`src/rtl/fifo_protocol_monitor_if.sv`:
```
// Observed FIFO control/pointer/data bundle, shared between a FIFO (or its driver) and the monitor.
// Latency: none, wires only.
// Backpressure: none; the monitor side is input-only and never loads the FIFO.
// Signals: wr_en/rd_en requests, full/empty flags, wr_ptr/rd_ptr pointers, wr_data/rd_data payload.
// Modports: master = FIFO side (drives everything), slave = monitor side (observes everything).
interface fifo_mon_if #(
  parameter int ADDR_WIDTH = 2,
  parameter int DATA_WIDTH = 8
);
  logic                  wr_en;
  logic                  rd_en;
  logic                  full;
  logic                  empty;
  logic [ADDR_WIDTH-1:0] wr_ptr;
  logic [ADDR_WIDTH-1:0] rd_ptr;
  logic [DATA_WIDTH-1:0] wr_data;
  logic [DATA_WIDTH-1:0] rd_data;

  modport master (
    output wr_en, rd_en, full, empty, wr_ptr, rd_ptr, wr_data, rd_data
  );

  modport slave (
    input  wr_en, rd_en, full, empty, wr_ptr, rd_ptr, wr_data, rd_data
  );
endinterface

```
`src/rtl/fifo_protocol_monitor.sv`:
```
// Run-time checker for a single-clock FIFO: shadow occupancy, pointer/flag checks, sticky errors, first-error capture.
// Latency: an error seen on the interface reaches err_sticky_o/err_pulse_o/err_count_o one clock later.
// Backpressure: none; pure observer, never drives the FIFO.
// Ports: clk, rst (async, active-high); mon_en_i masks checks; clr_i clears sticky/count/first capture;
//        mon (fifo_mon_if.slave) observed FIFO signals; occupancy_o shadow count; err_sticky_o[6:0] per-code bits;
//        err_pulse_o one cycle per error cycle; err_count_o saturating error-cycle count; first_err_o/first_vld_o.
// Optional feature: define FIFO_MON_DATA_CHECK_EN for the shadow data memory and read-data check (code 6).
module fifo_protocol_monitor #(
  parameter int ADDR_WIDTH = 2,
  parameter int DATA_WIDTH = 8,
  parameter int CNT_WIDTH  = 8
) (
  input  logic                 clk,
  input  logic                 rst,
  input  logic                 mon_en_i,
  input  logic                 clr_i,
  fifo_mon_if.slave            mon,
  output logic [ADDR_WIDTH:0]  occupancy_o,
  output logic [6:0]           err_sticky_o,
  output logic                 err_pulse_o,
  output logic [CNT_WIDTH-1:0] err_count_o,
  output logic [2:0]           first_err_o,
  output logic                 first_vld_o
);
  localparam int                DEPTH_N = 1 << ADDR_WIDTH;
  localparam logic [ADDR_WIDTH:0] DEPTH = {1'b1, {ADDR_WIDTH{1'b0}}};

  typedef enum logic [1:0] {S_DISARMED, S_ARMED, S_FAULT} state_e;
  state_e state_q, state_d;
  logic   chk_active;

  logic                  acc_w, acc_r;
  logic [ADDR_WIDTH:0]   occupancy_q, occupancy_d;
  logic                  p_wr_en_q, p_rd_en_q, p_full_q, p_empty_q, p_acc_w_q, p_acc_r_q;
  logic [ADDR_WIDTH-1:0] p_wr_ptr_q, p_rd_ptr_q, wr_ptr_inc, rd_ptr_inc;
  logic                  data_err;
  logic [6:0]            err_det, err_new;
  logic                  any_new;
  logic [2:0]            low_code;

  logic [6:0]            sticky_q, sticky_d;
  logic                  pulse_q, pulse_d;
  logic [CNT_WIDTH-1:0]  count_q, count_d;
  logic [2:0]            first_q, first_d;
  logic                  fvld_q, fvld_d;

  assign acc_w = mon.wr_en & ~mon.full;
  assign acc_r = mon.rd_en & ~mon.empty;

  // FSM: state register
  always_ff @(posedge clk or posedge rst) begin
    if (rst) state_q <= S_DISARMED;
    else     state_q <= state_d;
  end

  // FSM: next state. DISARMED lasts one cycle so the previous-cycle registers hold real history.
  always_comb begin
    state_d = state_q;
    case (state_q)
      S_DISARMED: state_d = S_ARMED;
      S_ARMED:    if (any_new) state_d = S_FAULT;
      S_FAULT:    if (clr_i && !any_new) state_d = S_ARMED;
      default:    state_d = S_DISARMED;
    endcase
  end

  // FSM: outputs
  always_comb begin
    chk_active = (state_q != S_DISARMED);
  end

  // Shadow occupancy; simultaneous accepted write and read leave it unchanged.
  always_comb begin
    occupancy_d = occupancy_q;
    if (acc_w && !acc_r && occupancy_q != DEPTH)   occupancy_d = occupancy_q + 1'b1;
    else if (acc_r && !acc_w && occupancy_q != '0) occupancy_d = occupancy_q - 1'b1;
  end

  always_ff @(posedge clk or posedge rst) begin
    if (rst) begin
      occupancy_q <= '0;
      p_wr_en_q   <= 1'b0;
      p_rd_en_q   <= 1'b0;
      p_full_q    <= 1'b0;
      p_empty_q   <= 1'b0;
      p_acc_w_q   <= 1'b0;
      p_acc_r_q   <= 1'b0;
      p_wr_ptr_q  <= '0;
      p_rd_ptr_q  <= '0;
    end else begin
      occupancy_q <= occupancy_d;
      p_wr_en_q   <= mon.wr_en;
      p_rd_en_q   <= mon.rd_en;
      p_full_q    <= mon.full;
      p_empty_q   <= mon.empty;
      p_acc_w_q   <= acc_w;
      p_acc_r_q   <= acc_r;
      p_wr_ptr_q  <= mon.wr_ptr;
      p_rd_ptr_q  <= mon.rd_ptr;
    end
  end

  // Pointer increment wraps naturally at DEPTH.
  assign wr_ptr_inc = p_wr_ptr_q + 1'b1;
  assign rd_ptr_inc = p_rd_ptr_q + 1'b1;

`ifdef FIFO_MON_DATA_CHECK_EN
  logic [DATA_WIDTH-1:0] shadow_q [DEPTH_N];

  always_ff @(posedge clk) begin
    if (acc_w) shadow_q[mon.wr_ptr] <= mon.wr_data;
  end

  // Read data arrives the cycle after the accepted read, addressed by that cycle's rd_ptr.
  assign data_err = p_acc_r_q & (mon.rd_data != shadow_q[p_rd_ptr_q]);
`else
  logic [DATA_WIDTH-1:0] unused_data;
  assign unused_data = mon.wr_data ^ mon.rd_data;
  assign data_err    = 1'b0;
`endif

  always_comb begin
    err_det    = '0;
    err_det[0] = p_wr_en_q & p_full_q & (mon.wr_ptr != p_wr_ptr_q);
    err_det[1] = p_rd_en_q & p_empty_q & (mon.rd_ptr != p_rd_ptr_q);
    // A non-accepted request with movement is covered by codes 0/1; only request-less motion lands here.
    err_det[2] = p_acc_w_q ? (mon.wr_ptr != wr_ptr_inc) : (~p_wr_en_q & (mon.wr_ptr != p_wr_ptr_q));
    err_det[3] = p_acc_r_q ? (mon.rd_ptr != rd_ptr_inc) : (~p_rd_en_q & (mon.rd_ptr != p_rd_ptr_q));
    err_det[4] = mon.full  != (occupancy_q == DEPTH);
    err_det[5] = mon.empty != (occupancy_q == '0);
    err_det[6] = data_err;
  end

  assign err_new = (chk_active && mon_en_i) ? err_det : 7'd0;
  assign any_new = |err_new;

  always_comb begin
    low_code = 3'd0;
    for (int i = 6; i >= 0; i--) begin
      if (err_new[i]) low_code = i[2:0];
    end
  end

  // clr and a new error in the same cycle: the new error is kept as if clr came first.
  always_comb begin
    sticky_d = sticky_q | err_new;
    pulse_d  = any_new;
    count_d  = count_q;
    first_d  = first_q;
    fvld_d   = fvld_q;
    if (clr_i) begin
      sticky_d = err_new;
      count_d  = any_new ? CNT_WIDTH'(1) : '0;
      first_d  = any_new ? low_code : 3'd0;
      fvld_d   = any_new;
    end else begin
      if (any_new && count_q != '1) count_d = count_q + 1'b1;
      if (any_new && !fvld_q) begin
        first_d = low_code;
        fvld_d  = 1'b1;
      end
    end
  end

  always_ff @(posedge clk or posedge rst) begin
    if (rst) begin
      sticky_q <= '0;
      pulse_q  <= 1'b0;
      count_q  <= '0;
      first_q  <= '0;
      fvld_q   <= 1'b0;
    end else begin
      sticky_q <= sticky_d;
      pulse_q  <= pulse_d;
      count_q  <= count_d;
      first_q  <= first_d;
      fvld_q   <= fvld_d;
    end
  end

  assign occupancy_o  = occupancy_q;
  assign err_sticky_o = sticky_q;
  assign err_pulse_o  = pulse_q;
  assign err_count_o  = count_q;
  assign first_err_o  = first_q;
  assign first_vld_o  = fvld_q;
endmodule

```
`src/flat_wrapper.sv`:
```
// flat-port wrapper written by rule: the top's interface ports become plain ports
module fifo_protocol_monitor_flat 
#(
  parameter int ADDR_WIDTH = 2,
  parameter int DATA_WIDTH = 8,
  parameter int CNT_WIDTH  = 8
)
  (clk, rst, mon_en_i, clr_i, occupancy_o, err_sticky_o, err_pulse_o, err_count_o, first_err_o, first_vld_o, mon_wr_en, mon_rd_en, mon_full, mon_empty, mon_wr_ptr, mon_rd_ptr, mon_wr_data, mon_rd_data);
  fifo_mon_if #(.ADDR_WIDTH(ADDR_WIDTH), .DATA_WIDTH(DATA_WIDTH)) mon_i ();
  input  logic clk;
  input  logic rst;
  input  logic mon_en_i;
  input  logic clr_i;
  output logic [ADDR_WIDTH:0] occupancy_o;
  output logic [6:0] err_sticky_o;
  output logic err_pulse_o;
  output logic [CNT_WIDTH-1:0] err_count_o;
  output logic [2:0] first_err_o;
  output logic first_vld_o;
  input wire logic [$bits(mon_i.wr_en)-1:0] mon_wr_en;
  input wire logic [$bits(mon_i.rd_en)-1:0] mon_rd_en;
  input wire logic [$bits(mon_i.full)-1:0] mon_full;
  input wire logic [$bits(mon_i.empty)-1:0] mon_empty;
  input wire logic [$bits(mon_i.wr_ptr)-1:0] mon_wr_ptr;
  input wire logic [$bits(mon_i.rd_ptr)-1:0] mon_rd_ptr;
  input wire logic [$bits(mon_i.wr_data)-1:0] mon_wr_data;
  input wire logic [$bits(mon_i.rd_data)-1:0] mon_rd_data;
  assign mon_i.wr_en = mon_wr_en;
  assign mon_i.rd_en = mon_rd_en;
  assign mon_i.full = mon_full;
  assign mon_i.empty = mon_empty;
  assign mon_i.wr_ptr = mon_wr_ptr;
  assign mon_i.rd_ptr = mon_rd_ptr;
  assign mon_i.wr_data = mon_wr_data;
  assign mon_i.rd_data = mon_rd_data;
  fifo_protocol_monitor #(.ADDR_WIDTH(ADDR_WIDTH), .DATA_WIDTH(DATA_WIDTH), .CNT_WIDTH(CNT_WIDTH)) u_core (.clk(clk), .rst(rst), .mon_en_i(mon_en_i), .clr_i(clr_i), .mon(mon_i), .occupancy_o(occupancy_o), .err_sticky_o(err_sticky_o), .err_pulse_o(err_pulse_o), .err_count_o(err_count_o), .first_err_o(first_err_o), .first_vld_o(first_vld_o));
endmodule
```
`config.mk`:
```
export PLATFORM = sky130hd
export DESIGN_NAME = fifo_protocol_monitor_flat
export DESIGN_NICKNAME = d
export VERILOG_FILES = /design/src/rtl/fifo_protocol_monitor_if.sv /design/src/rtl/fifo_protocol_monitor.sv /design/src/flat_wrapper.sv
export SDC_FILE = /design/constraint.sdc
export NUM_CORES = 1
export LEC_CHECK = 0
export CAP_MARGIN = 10
export CORE_MARGIN = 2
export CORE_UTILIZATION = 50
export CTS_BUF_LIST = sky130_fd_sc_hd__clkbuf_4 sky130_fd_sc_hd__clkbuf_8 sky130_fd_sc_hd__clkbuf_16
export CTS_CLUSTER_SIZE = 20
export DETAILED_ROUTE_END_ITERATION = 8
export PLACE_DENSITY_LB_ADDON = 0.1
export RECOVER_POWER = 25
export SLEW_MARGIN = 20
export SYNTH_ARGS = -nofsm -noshare
export SYNTH_HDL_FRONTEND = slang
export SYNTH_SLANG_ARGS = --single-unit
```
`constraint.sdc`:
```
create_clock -name clk -period 5.7 [get_ports clk]
set_input_delay 0.57 -clock clk [delete_from_list [all_inputs] [get_ports clk]]
set_output_delay 0.57 -clock clk [all_outputs]
set_load 0.01 [all_outputs]
```
=== Word-level counts from Yosys, hierarchy flattened ===
Index checks and enable logic that the tools add are counted.

* Register bits: 35
* Bits in latches: 0
* Memory bits (writable): 0
* Bits in read-only memories: 0
* Input port bits: 28
* Output and inout bits: 23
* Word-level logic and storage cells: 91
* Memories kept: 0

* Add/subtract/negate cells: 5
* Multiply operators: 0
* Div/mod/pow operators: 0
* $lt $le $gt $ge: 0
* Equal/unequal tests: 13
* Shift operators: 0
* Multiplexer cells: 24
* Bitwise gates (word level): 13
* Reduce and logical (&&, ||, !) cells: 21

{| class="wikitable"
|+ Operators by type and width
! cell !! count
|-
| $mux 3 || 12
|-
| $mux 8 || 2
|-
| $add 8x1->8 const B || 1
|-
| $and 1x1->1 || 8
|-
| $logic_and 1x1->1 || 8
|-
| $ne 2x2->1 || 4
|-
| $ne 8x8->1 const B || 1
|-
| $reduce_bool 2->1 || 4
|-
| $mux 7 || 1
|-
| $or 7x7->7 || 1
|-
| $reduce_or 7->1 || 1
|-
| $mux 6 || 1
|-
| $pmux 2 s3 || 1
|-
| $mux 1 || 5
|-
| $add 2x1->2 const B || 2
|-
| $logic_not 1->1 || 4
|-
| $mux 2 || 2
|-
| $ne 2x1->1 const B || 2
|-
| $not 1->1 || 4
|-
| $add 3x1->3 const B || 1
|-
| $eq 3x3->1 const B || 1
|-
| $logic_not 3->1 || 1
|-
| $ne 3x3->1 const B || 1
|-
| $reduce_bool 3->1 || 1
|-
| 6 further kinds || 7
|}

=== Logic depth before layout (Yosys ltp) ===
* Depth after elaboration: 12
* Depth in mapped cells: 8
* Mapped depth without buffers: 7

=== Worst setup path after synthesis ===
No wires, ideal clock.

* Path type: input -> register
* From: in mon_rd_ptr[1]
* To: reg u_core.state_q[1]
* Setup time: 0.125 ns
* Arrival time: 1.926 ns
* Required time: 5.575 ns
* Slack: 3.649 ns
* Stages: 7
* Buffers on the path: 1
* Cell sequence: xor2_1 > mux2i_1 > a21oi_2 > nor4_2 > buf_4 > a21oi_1 > mux2_2

* Longest elaborated chain between the ends: 9
* Elaborated cells on any way between the ends: 12
* Classes of those cells: 4 x eq/ne; 2 x mux; 2 x bitwise; 4 x reduce/logical

{| class="wikitable"
|+ Ends and longest elaborated chain
! element !! line !! RTL
|-
| start, declared || flat_wrapper.sv:25 || <nowiki>input wire logic [$bits(mon_i.rd_ptr)-1:0] mon_rd_ptr;</nowiki>
|-
| $ne 2x2->1 || fifo_protocol_monitor.sv:125, fifo_protocol_monitor.sv:128 ||
|-
| $and 1x1->1 || fifo_protocol_monitor.sv:128 || <nowiki>err_det[3] = p_acc_r_q ? (mon.rd_ptr != rd_ptr_inc) : (~p_rd_en_q & (mon.rd_ptr != p_rd_ptr_q));</nowiki>
|-
| $mux 1 || fifo_protocol_monitor.sv:128 ||
|-
| $mux 6 (*) || fifo_protocol_monitor.sv:134 || <nowiki>assign err_new = (chk_active && mon_en_i) ? err_det : 7'd0;</nowiki>
|-
| $reduce_or 7->1 (*) || fifo_protocol_monitor.sv:135 || <nowiki>assign any_new = |err_new;</nowiki>
|-
| $logic_not 1->1 || fifo_protocol_monitor.sv:62 || <nowiki>S_FAULT: if (clr_i && !any_new) state_d = S_ARMED;</nowiki>
|-
| $logic_and 1x1->1 || fifo_protocol_monitor.sv:62 ||
|-
| $ne 2x1->1 (no line) || - ||
|-
| $reduce_and 2->1 (no line) (*) || - ||
|-
| end signal, assigned || fifo_protocol_monitor.sv:53 || <nowiki>else state_q <= state_d;</nowiki>
|-
| end, declared || fifo_protocol_monitor.sv:29 || <nowiki>state_e state_q, state_d;</nowiki>
|}

Mark *: on every way between the ends. The rest lies on a longest branch, timed or not.
A chain may end at the register's enable or synchronous reset.

=== Final worst setup path ===
* From: in mon_wr_ptr[1]
* To: reg u_core.count_q[6] (netlist: u_core.err_count_o[6])

* Longest elaborated chain between the ends: 7
* Elaborated cells on any way between the ends: 9
* Classes of those cells: 2 x eq/ne; 2 x mux; 2 x bitwise; 3 x reduce/logical

{| class="wikitable"
|+ Ends and longest elaborated chain
! element !! line !! RTL
|-
| start, declared || flat_wrapper.sv:24 || <nowiki>input wire logic [$bits(mon_i.wr_ptr)-1:0] mon_wr_ptr;</nowiki>
|-
| $ne 2x2->1 || fifo_protocol_monitor.sv:124, fifo_protocol_monitor.sv:127 ||
|-
| $and 1x1->1 || fifo_protocol_monitor.sv:127 || <nowiki>err_det[2] = p_acc_w_q ? (mon.wr_ptr != wr_ptr_inc) : (~p_wr_en_q & (mon.wr_ptr != p_wr_ptr_q));</nowiki>
|-
| $mux 1 || fifo_protocol_monitor.sv:127 ||
|-
| $mux 6 (*) || fifo_protocol_monitor.sv:134 ||
|-
| $reduce_or 7->1 (*) || fifo_protocol_monitor.sv:135 ||
|-
| $logic_and 1x1->1 (*) || fifo_protocol_monitor.sv:157 || <nowiki>if (any_new && count_q != '1) count_d = count_q + 1'b1;</nowiki>
|-
| $reduce_bool 2->1 (no line) (*) || - ||
|-
| end signal, assigned || fifo_protocol_monitor.sv:175 || <nowiki>count_q <= count_d;</nowiki>
|-
| end, declared || fifo_protocol_monitor.sv:43 || <nowiki>logic [CNT_WIDTH-1:0] count_q, count_d;</nowiki>
|}

Marked as above.

==> reports/metrics.json <==
{
  "rsz0062_at_grt": {"value": "no"},
  "run_status": {"value": "finished, violations left"},
  "worstHoldEndpoint": {"value": "u_core.state_q[0]"},
  "max_cap_viol_count": {"value": 1},
  "synth_ff_type": {"value": "dfrtp_1"},
  "routed-wl-met3": {"value": 124, "unit": "um"},
  "fp.dieH": {"value": 62.0, "unit": "um"},
  "insertion_delay": {"value": 0.33, "unit": "ns"},
  "violated_checks": {"value": "max-capacitance violations, max-slew violations"},
  "report.final.setup_viol": {"value": 0},
  "post_syn_nets": {"value": 194},
  "ys_ff_latch": {"value": 34},
  "regToRegSetupSlack": {"value": 3.46, "unit": "ns"},
  "floorplan.die.width": {"value": 62.0, "unit": "um"},
  "post-cts-setup-buffers": {"value": 0},
  "floorplan.io_pins": {"value": 51},
  "place_hpwl": {"value": 2.45, "unit": "mm"},
  "synthDominantCellAreaShare": {"value": 0.507},
  "drt-vias-per-instance": {"value": 5.36},
  "vias": {"value": 1323},
  "global_route_wire_length_before_repair": {"value": 5.51, "unit": "mm"},
  "critical_path.max_fanout": {"value": 20},
  "syn_inst": {"value": 164},
  "switching_power": {"value": 290, "unit": "uW"},
  "ys_seq_area_frac": {"value": 0.507},
  "rr_worst_depth": {"value": 7},
  "flow.area_growth_from_synthesis": {"value": 25.0, "unit": "%"},
  "std_cell_rows": {"value": 21},
  "worstPathRequired": {"value": 5.95, "unit": "ns"},
  "post_synth_num_cell_types": {"value": 46},
  "detailed_routing_iteration_count_for_the_pre_antenna_repair_pass": {"value": 4},
  "globalRoute.totalOverflow": {"value": 0},
  "cell_area_after_synthesis": {"value": 1680, "unit": "um2"},
  "cts-buffers-inserted": {"value": 5},
  "slew_headroom": {"value": -0.188},
  "p_int": {"value": 534, "unit": "uW"},
  "synth_top_cell_by_area": {"value": "dfrtp_1"},
  "finalSetupTns": {"value": 0, "unit": "ns"},
  "min-delay-start": {"value": "u_core.state_q[1]"},
  "timing.final.crit_period": {"value": 2.61, "unit": "ns"},
  "worst_ep_arrival_time": {"value": 2.86, "unit": "ns"},
  "ctsHtreeMaxLevel": {"value": 2},
  "worstSetupEndpointType": {"value": "flop"},
  "max_slew.worst_pin.slew": {"value": 1.78, "unit": "ns"},
  "top_achievable_clock_speed": {"value": 0.383, "unit": "GHz"},
  "hold_path.class": {"value": "reg -> reg"},
  "detail_route.wl_per_cell": {"value": 13.2, "unit": "um"},
  "ys_top_cells_by_area": {"value": "dfrtp_1, nand2_1, a21oi_1, xor2_1, nand2b_1"},
  "power.share.switching": {"value": 0.352},
  "die_area": {"value": 3840, "unit": "um2"},
  "worst_hold_path.num_cells": {"value": 1},
  "drv_slew": {"value": 35},
  "timing.final.hold_violations": {"value": 0},
  "postCtsHoldBufs": {"value": 0},
  "drc_errors": {"value": 0},
  "synthArstFlopShare": {"value": 1.00},
  "irDropWorstVdd": {"value": 0.254, "unit": "mV"},
  "final_replace_weighted_congestion": {"value": 0.802},
  "worst_r2r_endpoint": {"value": "u_core.err_count_o[6]"},
  "post_synthesis_average_cell_area": {"value": 10.2, "unit": "um2"},
  "cts_tree": {"value": "done"},
  "drive_above_1_share": {"value": 0.0746},
  "detail_route.iter0.violations": {"value": 54},
  "crit-reg2reg-launch": {"value": "u_core.occupancy_o[0]"},
  "met1_length": {"value": 1.42, "unit": "mm"},
  "clk_network_pwr_share": {"value": 0.155},
  "clk_path_buf_depth": {"value": 2},
  "p_leak": {"value": 0.908, "unit": "nW"},
  "floorplan.core_area": {"value": 3280, "unit": "um2"},
  "post-place-cells": {"value": 241},
  "route.final.wire_length": {"value": 3.25, "unit": "mm"},
  "global_route.usage.total": {"value": 0.198},
  "critical_path.startpoint_type": {"value": "input pin"},
  "initial_core_utilization": {"value": 0.511},
  "antenna_found_initial": {"value": 0},
  "post_cts.resized_instances": {"value": 0},
  "synth_enable_flop_cells": {"value": 0},
  "power_frac_comb": {"value": 0.403},
  "num_antenna_cells": {"value": 0},
  "fin_worst_skew": {"value": 0.00667, "unit": "ns"},
  "cts.clk_slew.worst_paths": {"value": 0.09, "unit": "ns"},
  "detail-route-antenna-nets": {"value": 0},
  "grt_max_degree": {"value": 35},
  "route.met2.wl": {"value": 1.66, "unit": "mm"},
  "power.share.sequential": {"value": 0.442},
  "top_signal_layer_used": {"value": "met4"},
  "fin_crit_sh": {"value": 0.458},
  "grt_pass1_vias": {"value": 1266},
  "power_density": {"value": 392, "unit": "nW/um2"},
  "ctsRootBufferMaster": {"value": "clkbuf_4"},
  "post_layout_nonfiller_instances": {"value": 247},
  "yosys_warnings": {"value": 0},
  "criticalPathCategory": {"value": "in -> reg"},
  "clock_sinks": {"value": 34},
  "numPortBuffers": {"value": 33},
  "final_nets": {"value": 232}
}
-- worst max-delay path: stages --
cell	delay, ns
dlygate4sd3_1	0.56
xor2_1	0.30
o311ai_1	0.18
a21oi_2	0.28
nor4_2	0.09
buf_4	0.20
or4_1	0.52
a21oi_1	0.15
-- synth_stat cells (4+ instances only) --
cell,instances
o21ai_0,6
or3_1,6
dfrtp_1,34
xor2_1,6
a21oi_1,11
nor2_1,4
inv_1,10
nand2_1,17
o21ai_1,5
nand2b_1,7
nor2b_1,4
-- per-stage QoR --
stage          power [mW]  hold WS (ns)  setup slack, ns  cell area, um2  utilization
2_1_floorplan       0.561         0.454             3.65            1680            -
3_3_place_gp        0.694         0.467             2.91            2050        0.625
3_5_place_dp        0.705         0.477             2.83            2050        0.625
4_1_cts             0.836         0.491             3.18            2100        0.640
5_1_grt             0.888         0.518             2.97            2100        0.639
6_report            0.824         0.495             3.09            2100        0.639
-- state kept, by name, indices dropped and copies added (netlist names), 2 cells and up --
register	flops
u_core.err_count_o	8
u_core.err_sticky_o	6
u_core.first_err_o	3
u_core.occupancy_o	3
u_core.p_rd_ptr_q	2
u_core.p_wr_ptr_q	2
u_core.state_q	2
-- worst max-delay path by stage --
stage	slack, ns	from	cells past startpoint	to
finish	3.09	mon_wr_ptr[1]	8	u_core.err_count_o[6]
global route	2.97	mon_rd_ptr[1]	8	u_core.err_count_o[6]
CTS	3.18	mon_wr_ptr[1]	8	u_core.err_count_o[6]
detailed placement	2.83	mon_wr_ptr[1]	8	u_core.err_count_o[6]
global placement	2.91	mon_rd_ptr[1]	8	u_core.err_count_o[6]
floorplan	3.65	mon_rd_ptr[1]	7	u_core.state_q[1]
-- layout by cell type (no fill, tap or decap), types with 6 or more instances in the layout --
master and instances:
xor2_1 6, o21ai_0 6, a21oi_1 11, inv_1 10, nand2_1 17, clkdlybuf4s50_1 24, dlygate4sd3_1 9, dfrtp_1 34
or3_1 6, nand2b_1 7
-- final cells by class --
class | count | area, um2
multi-input combinational | 115 | 757
fill | 293 | 1180
clock buffer | 6 | 51.3
tap | 46 | 57.6
timing repair buffer | 35 | 342
sequential | 34 | 851
inverter | 11 | 41.3
-- logic make-up after synthesis --
family          share of synthesized area
fa+ha+maj                          0.0194
other cells                       0.00223
buf+inv                            0.0425
flops                               0.507
simple gates                        0.170
mux                                0.0246
compound gates                      0.188
xor+xnor                           0.0469
-- metal layers --
metal | track usage | up-vias
li1 | - | 663
met1 | 0.229 | 630
met2 | 0.344 | 24
met3 | 0.0580 | 6
met4 | 0.0790 | 0
met5 | 0 | -
-- power by group through the flow --
| stage | registers (mW) | logic, mW | clock network [mW] |
|---|---|---|---|
| finish | 0.364 | 0.332 | 0.128 |
| global route | 0.375 | 0.369 | 0.144 |
| CTS | 0.364 | 0.338 | 0.134 |
| detailed placement | 0.369 | 0.336 | 0 |
| global placement | 0.366 | 0.328 | 0 |
| floorplan | 0.381 | 0.180 | 0 |
(Power assumes the default switching activity.)
==> patch 1: new RTL, same settings <==
Build with the macro `FIFO_MON_DATA_CHECK_EN` defined.
--- a/src/rtl/fifo_protocol_monitor.sv
+++ b/src/rtl/fifo_protocol_monitor.sv
@@ -5,6 +5,8 @@
 //        mon (fifo_mon_if.slave) observed FIFO signals; occupancy_o shadow count; err_sticky_o[6:0] per-code bits;
 //        err_pulse_o one cycle per error cycle; err_count_o saturating error-cycle count; first_err_o/first_vld_o.
 // Optional feature: define FIFO_MON_DATA_CHECK_EN for the shadow data memory and read-data check (code 6).
+`define FIFO_MON_DATA_CHECK_EN
+
 module fifo_protocol_monitor #(
   parameter int ADDR_WIDTH = 2,
   parameter int DATA_WIDTH = 8,
Check against the original RTL: not equivalent (Yosys sat finds a counterexample within 4 cycles, from zero or initial values and one cycle with rst high).
==> patch 1 against the original RTL <==
  * Core utilization decreased by 0.89 points
  * Cell count increased by 51%
  * Critical endpoint is now u_core.err_count_o[4]
  * Sequential cell count increased by 33
  * Area after synthesis increased by 89%
  * Global-route usage decreased by 0.30 points
  * Worst hold slack got worse by 14 ps
  * Total power increased by 70%
  * Design area increased by 87%
  * Wire length increased by 95%
  * Critical path depth decreased by 2
  * Worst setup slack got worse by 210 ps
  * Maximum frequency decreased by 7.3%
  * Count of clock-buffer cells in the layout increased by 4
==> patch 1: results (changes against the original RTL) <==
Status
  – Status: finished clean (was finished with violations)

Cells and area
  – Post-Layout Cell Count: 372 (was 247)
  – Layout cell share with drive strength beyond 1: 15.59% (was 7.463%)
  – Final net count: 320 (was 232)
  – Max reg flops: 32 (was 8)

Setup path
  – Worst r2r src: u_core.p_rd_ptr_q[0] (was u_core.occupancy_o[0])
  – Crit-path max FO: 12 (was 20)
  – RR Endpoint: u_core.err_count_o[4] (was u_core.err_count_o[6])
  – WP data arrival: 3040 ps (was 2860 ps)
  – Type of origin of the critical path: flip-flop (was primary input)
  – Reg2Reg Setup Slack: 2880 ps (was 3460 ps)
  – Worst R2R Path Depth: 6 (was 7)

Logic synthesis
  – Synth Net Count: 262 (was 194)
  – Yosys cell types: 60 (was 46)
  – Register area share after synthesis: 57.82% (was 50.67%)
  – Top cells by count, synth: dfrtp_1 (35), edfxtp_1 (32), nand2_1 (15) (was dfrtp_1 (34), nand2_1 (17), a21oi_1 (11))
  – Mean Syn Cell Area: 13.69 um2 (was 10.24 um2)
  – Synth area leaders: edfxtp_1 (30%), dfrtp_1 (28%), mux4_2 (4.3%) (was dfrtp_1 (51%), nand2_1 (3.8%), a21oi_1 (3.3%))

Min path
  – Hold Path End: u_core.err_sticky_o[5] (was u_core.state_q[0])
  – Hold_sp: u_core.err_sticky_o[5] (was u_core.state_q[1])

CTS
  – Clk_lat worst skew: approximately 340 ps
  – Clock buffer count from CTS: 9 (was 5)
  – Htree depth: 3 (was 2)
  – CTS root buf: clkbuf_8 (was clkbuf_4)
  – Reg clk slew, reported paths: 70 ps (was 90 ps)

Drt
  – Drt via density: 5.659 (was 5.356)
  – 1st-iter DRT viols: 121 (was 54)
  – DRT Pass-1 Iters: 4 (unchanged)
  – Final WL: 6338 um (was 3251 um)

Place
  – PortBufs: 50 (was 33)
  – DPL Wire Length: 4429 um (was 2452 um)
  – DP Area: 3755 um2 (was 2052 um2)
  – Placed cells: 356 (was 241)

Power
  – Leak pwr: 1.554 nW (was 0.9077 nW)
  – Peak VDD IR: 278.6 uV (was 253.7 uV)

GRT
  – Pin count of the biggest net entering global routing: 36 (was 35)
  – Number of global-route vias before repair: 2,210 (was 1,266)
  – First-pass GRT wire length: 10,500 um (was 5513 um)
  – Total routing usage reported by global routing: 19.51% (was 19.81%)

STA
  – Clock Skews: 7.850 ps (was 6.672 ps)
patch 1: cells by family after synthesis:
logic type | after synthesis | share of synthesized area, %
flip-flops | 67 | 57.82
buffers and inverters | 17 | 2.599
AO/OA/AOI/OAI | 52 | 13.94
XOR/XNOR | 14 | 4.569
AND/OR/NAND/NOR | 65 | 11.30
adder cells (fa/ha/maj) | 2 | 1.024
multiplexers | 15 | 8.744
patch 1: final cells by class:
| type | count | area (um2) |
|---|---|---|
| Inverter | 11 | 41.29 |
| Tap cell | 77 | 96.34 |
| Clock inverter | 6 | 41.29 |
| Multi-Input combinational cell | 148 | 1257 |
| Sequential cell | 67 | 1837 |
| Fill cell | 501 | 2307 |
| Clock buffer | 10 | 137.6 |
| Timing Repair Buffer | 53 | 523.0 |
patch 1: stage by stage:
step | total power, W | util (%) | setup WS (ps)
6_report | 0.001397 | 63.03 | 2885
5_1_grt | 0.001472 | 63.03 | 2655
4_1_cts | 0.001410 | 63.03 | 2852
3_5_place_dp | 0.001060 | 60.16 | 2685
3_3_place_gp | 0.001052 | 60.16 | 2728
2_1_floorplan | 0.0008850 | - | 3472
patch 1: worst max-delay path, stage by stage, from the launching register on:
cell and delay, ps:
dfrtp_1 760, mux4_1 660, xnor2_1 240, nand4_2 180, o211ai_4 430, a21oi_2 110, mux2_4 310
patch 1: power by group:
group / switching (W) / total [W] / internal (W)
registers: 0.0000714 / 0.000645 / 0.000574
logic: 0.000197 / 0.000402 / 0.000204
clock network: 0.000180 / 0.000350 / 0.000169
total: 0.000449 / 0.00140 / 0.000948
patch 1: per-layer routing:
layer / GRT usage, % / vias up / part of all wire, %
met4: 9.531 / 0 / 2.1
li1: - / 994 / -
met1: 23.76 / 1046 / 45
met3: 4.253 / 15 / 3.3
met5: 0 / - / 0
met2: 32.95 / 50 / 50
==> patch 2: new RTL, config.mk and constraints unchanged <==
Without the edit above. Encoding of `state_e`: now one-hot (3 bits for 3 states).
--- a/src/rtl/fifo_protocol_monitor.sv
+++ b/src/rtl/fifo_protocol_monitor.sv
@@ -25,7 +25,7 @@
   localparam int                DEPTH_N = 1 << ADDR_WIDTH;
   localparam logic [ADDR_WIDTH:0] DEPTH = {1'b1, {ADDR_WIDTH{1'b0}}};
 
-  typedef enum logic [1:0] {S_DISARMED, S_ARMED, S_FAULT} state_e;
+  typedef enum logic [2:0] {S_DISARMED = 3'b001, S_ARMED = 3'b010, S_FAULT = 3'b100} state_e;
   state_e state_q, state_d;
   logic   chk_active;
 
Behaviour: same outputs for any inputs over 10 cycles, from zero or initial values and one cycle with rst high; not proved beyond that.
==> patch 2 against the original RTL <==
  * The flow still finishes with violations (max-capacitance violations, max-slew violations)
  * Worst setup slack got worse by 260 ps
  * Total power rose by 11%
  * Sequential power rose by 5.8%
  * Clock power rose by 20%
  * Worst hold slack improved by 1.8 ps
  * Design area rose by 4.6%
  * Cell count rose by 2.8%
  * Wire length rose by 10%
  * Area after synthesis rose by 4.5%
  * Sequential cell count rose by 1
  * Critical endpoint unchanged
==> patch 2: results (changes against the original RTL) <==
Status
  – Status: finished with violations (unchanged)
  – Failing checks: max-capacitance violations, max-slew violations (unchanged)

Place
  – DP Area: 2128 um2 (was 2052 um2)
  – Dpl ws: 2581 ps (was 2830 ps)
  – DPL Wire Length: 2627 um (was 2452 um)
  – GP Congestion: 0.8117 (was 0.8017)

Drt
  – WL/cell: 14.12 um (was 13.16 um)
  – Drt via density: 5.535 (was 5.356)
  – 1st-iter DRT viols: 60 (was 54)

Logic synthesis
  – Synth area leaders: dfrtp_1 (48%), nand2_1 (2.8%), o21ai_0 (2.6%) (was dfrtp_1 (51%), nand2_1 (3.8%), a21oi_1 (3.3%))
  – Post-synthesis compound-gate area fraction: 18.82% (was 18.78%)
  – Register area share after synthesis: 49.96% (was 50.67%)
  – Top cells by count, synth: dfrtp_1 (34), nand2_1 (13), nor2_1 (11) (was dfrtp_1 (34), nand2_1 (17), a21oi_1 (11))
  – Xor and xnor area share after synthesis: 4.490% (was 4.694%)
  – Yosys cell types: 48 (was 46)
  – Synth Net Count: 200 (was 194)
  – Proportion of synthesized area in mux cells: 1.212% (was 2.459%)
  – Post-synthesis cell count: 170 (was 164)
  – Post-synthesis adder-cell area fraction: 1.853% (was 1.937%)

Min path
  – Hold_sp: u_core.err_sticky_o[4] (was u_core.state_q[1])

Power
  – Peak VDD IR: 207.9 uV (was 253.7 uV)
  – P_sw: 0.0003270 W (was 0.0002902 W)
  – PD cells: 417.2 nW/um2 (was 392.4 nW/um2)
  – Leak pwr: 0.9525 nW (was 0.9077 nW)
  – Combinational-cell power consumption: 0.000378 W (was 0.000332 W)
  – Clock net power: 0.000154 W (was 0.000128 W)

CTS
  – Post-CTS sizing: 0 (unchanged)
  – Max clock buf depth: 2 (unchanged)
  – Htree depth: 2 (unchanged)

Setup path
  – Crit-path max FO: 21 (was 20)
  – Crit-path slowest cell: dlygate4sd3_1 (unchanged)
  – Worst r2r src: u_core.state_q[0] (was u_core.occupancy_o[0])
  – WP data arrival: 3090 ps (was 2860 ps)
  – Slowest Stage Delay on Critical Path: 560 ps (about the same)
  – CP Launch Point: mon_rd_ptr[1] (was mon_wr_ptr[1])

Cells and area
  – Multi-input logic area: 810.8 um2 (was 757.0 um2)
  – Final net count: 237 (was 232)
  – Layout cell share with drive strength beyond 1: 7.692% (was 7.463%)
  – Post-Layout Cell Count: 254 (was 247)
  – Filler cell count: 287 (was 293)

STA
  – Slew @ Worst Pin: 1818 ps (was 1783 ps)
  – Clock Skews: 7.512 ps (was 6.672 ps)
  – Final-report max-slew violation count: 36 (was 35)

GRT
  – First-pass GRT wire length: 6141 um (was 5513 um)
  – Number of global-route vias before repair: 1,387 (was 1,266)
  – Pin count of the biggest net entering global routing: 36 (was 35)
  – Total routing usage reported by global routing: 19.75% (was 19.81%)

Run
  – Max cap viols: 1 (unchanged)
==> patch 2: cell types whose count changed in the layout (fill, tap and decap cells not counted), moves of 3 or more <==
cell and change:
nor3_1 +4, and3_1 +3, nand2b_1 -4, o2bb2ai_1 +4
o211ai_1 +3, a21oi_1 -3, or3_1 -3, nor2_1 +7
o21ai_1 -5, nand2_1 -4, o21ai_0 +3
==> patch 2: worst max-delay path, delay by kind of cell <==
| family | cells | cell delay, ps |
|---|---|---|
| compound gates | 2 | 660 |
| buf+inv | 2 | 780 |
| mux | 1 | 170 |
| simple gates | 2 | 610 |
| xor+xnor | 1 | 300 |
==> patch 2: layer usage <==
layer	routed length (um)	global-route usage [%]	up-vias
li1	-	-	688
met1	1653	24.91	680
met2	1746	32.31	34
met3	146	4.821	4
met4	39	8.696	0
met5	0	0	-
==> patch 2: area by class of cell <==
| class | count | share of cell area, % |
|---|---|---|
| Sequential cell | 35 | 39.92 |
| Multi-Input combinational cell | 120 | 36.90 |
| Timing Repair Buffer | 35 | 15.55 |
| Clock buffer | 8 | 3.303 |
| Tap cell | 46 | 2.620 |
| Inverter | 10 | 1.708 |
==> patch 2: cell families after synthesis <==
| logic type | Yosys count |
|---|---|
| buffers and inverters | 15 |
| DFF | 35 |
| adders and majority gates | 2 |
| xor gates and xnor gates | 9 |
| other | 1 |
| and+or+nand+nor | 62 |
| muxes | 2 |
| AOI/OAI and AO/OA | 44 |
==> patch 2: final timing paths <==
kind | depth (start not counted) | to | slack (ps)
worst max-delay path | 8 | u_core.err_count_o[6] | 2830
worst max register to register | 7 | u_core.err_count_o[6] | 3200
worst min-delay path | 1 | u_core.err_sticky_o[4] | 500
max in group asynchronous | 3 | u_core.err_sticky_o[2] | 3340
min in group asynchronous | 3 | u_core.p_full_q | 1320
worst min register to register | 1 | u_core.err_sticky_o[4] | 500
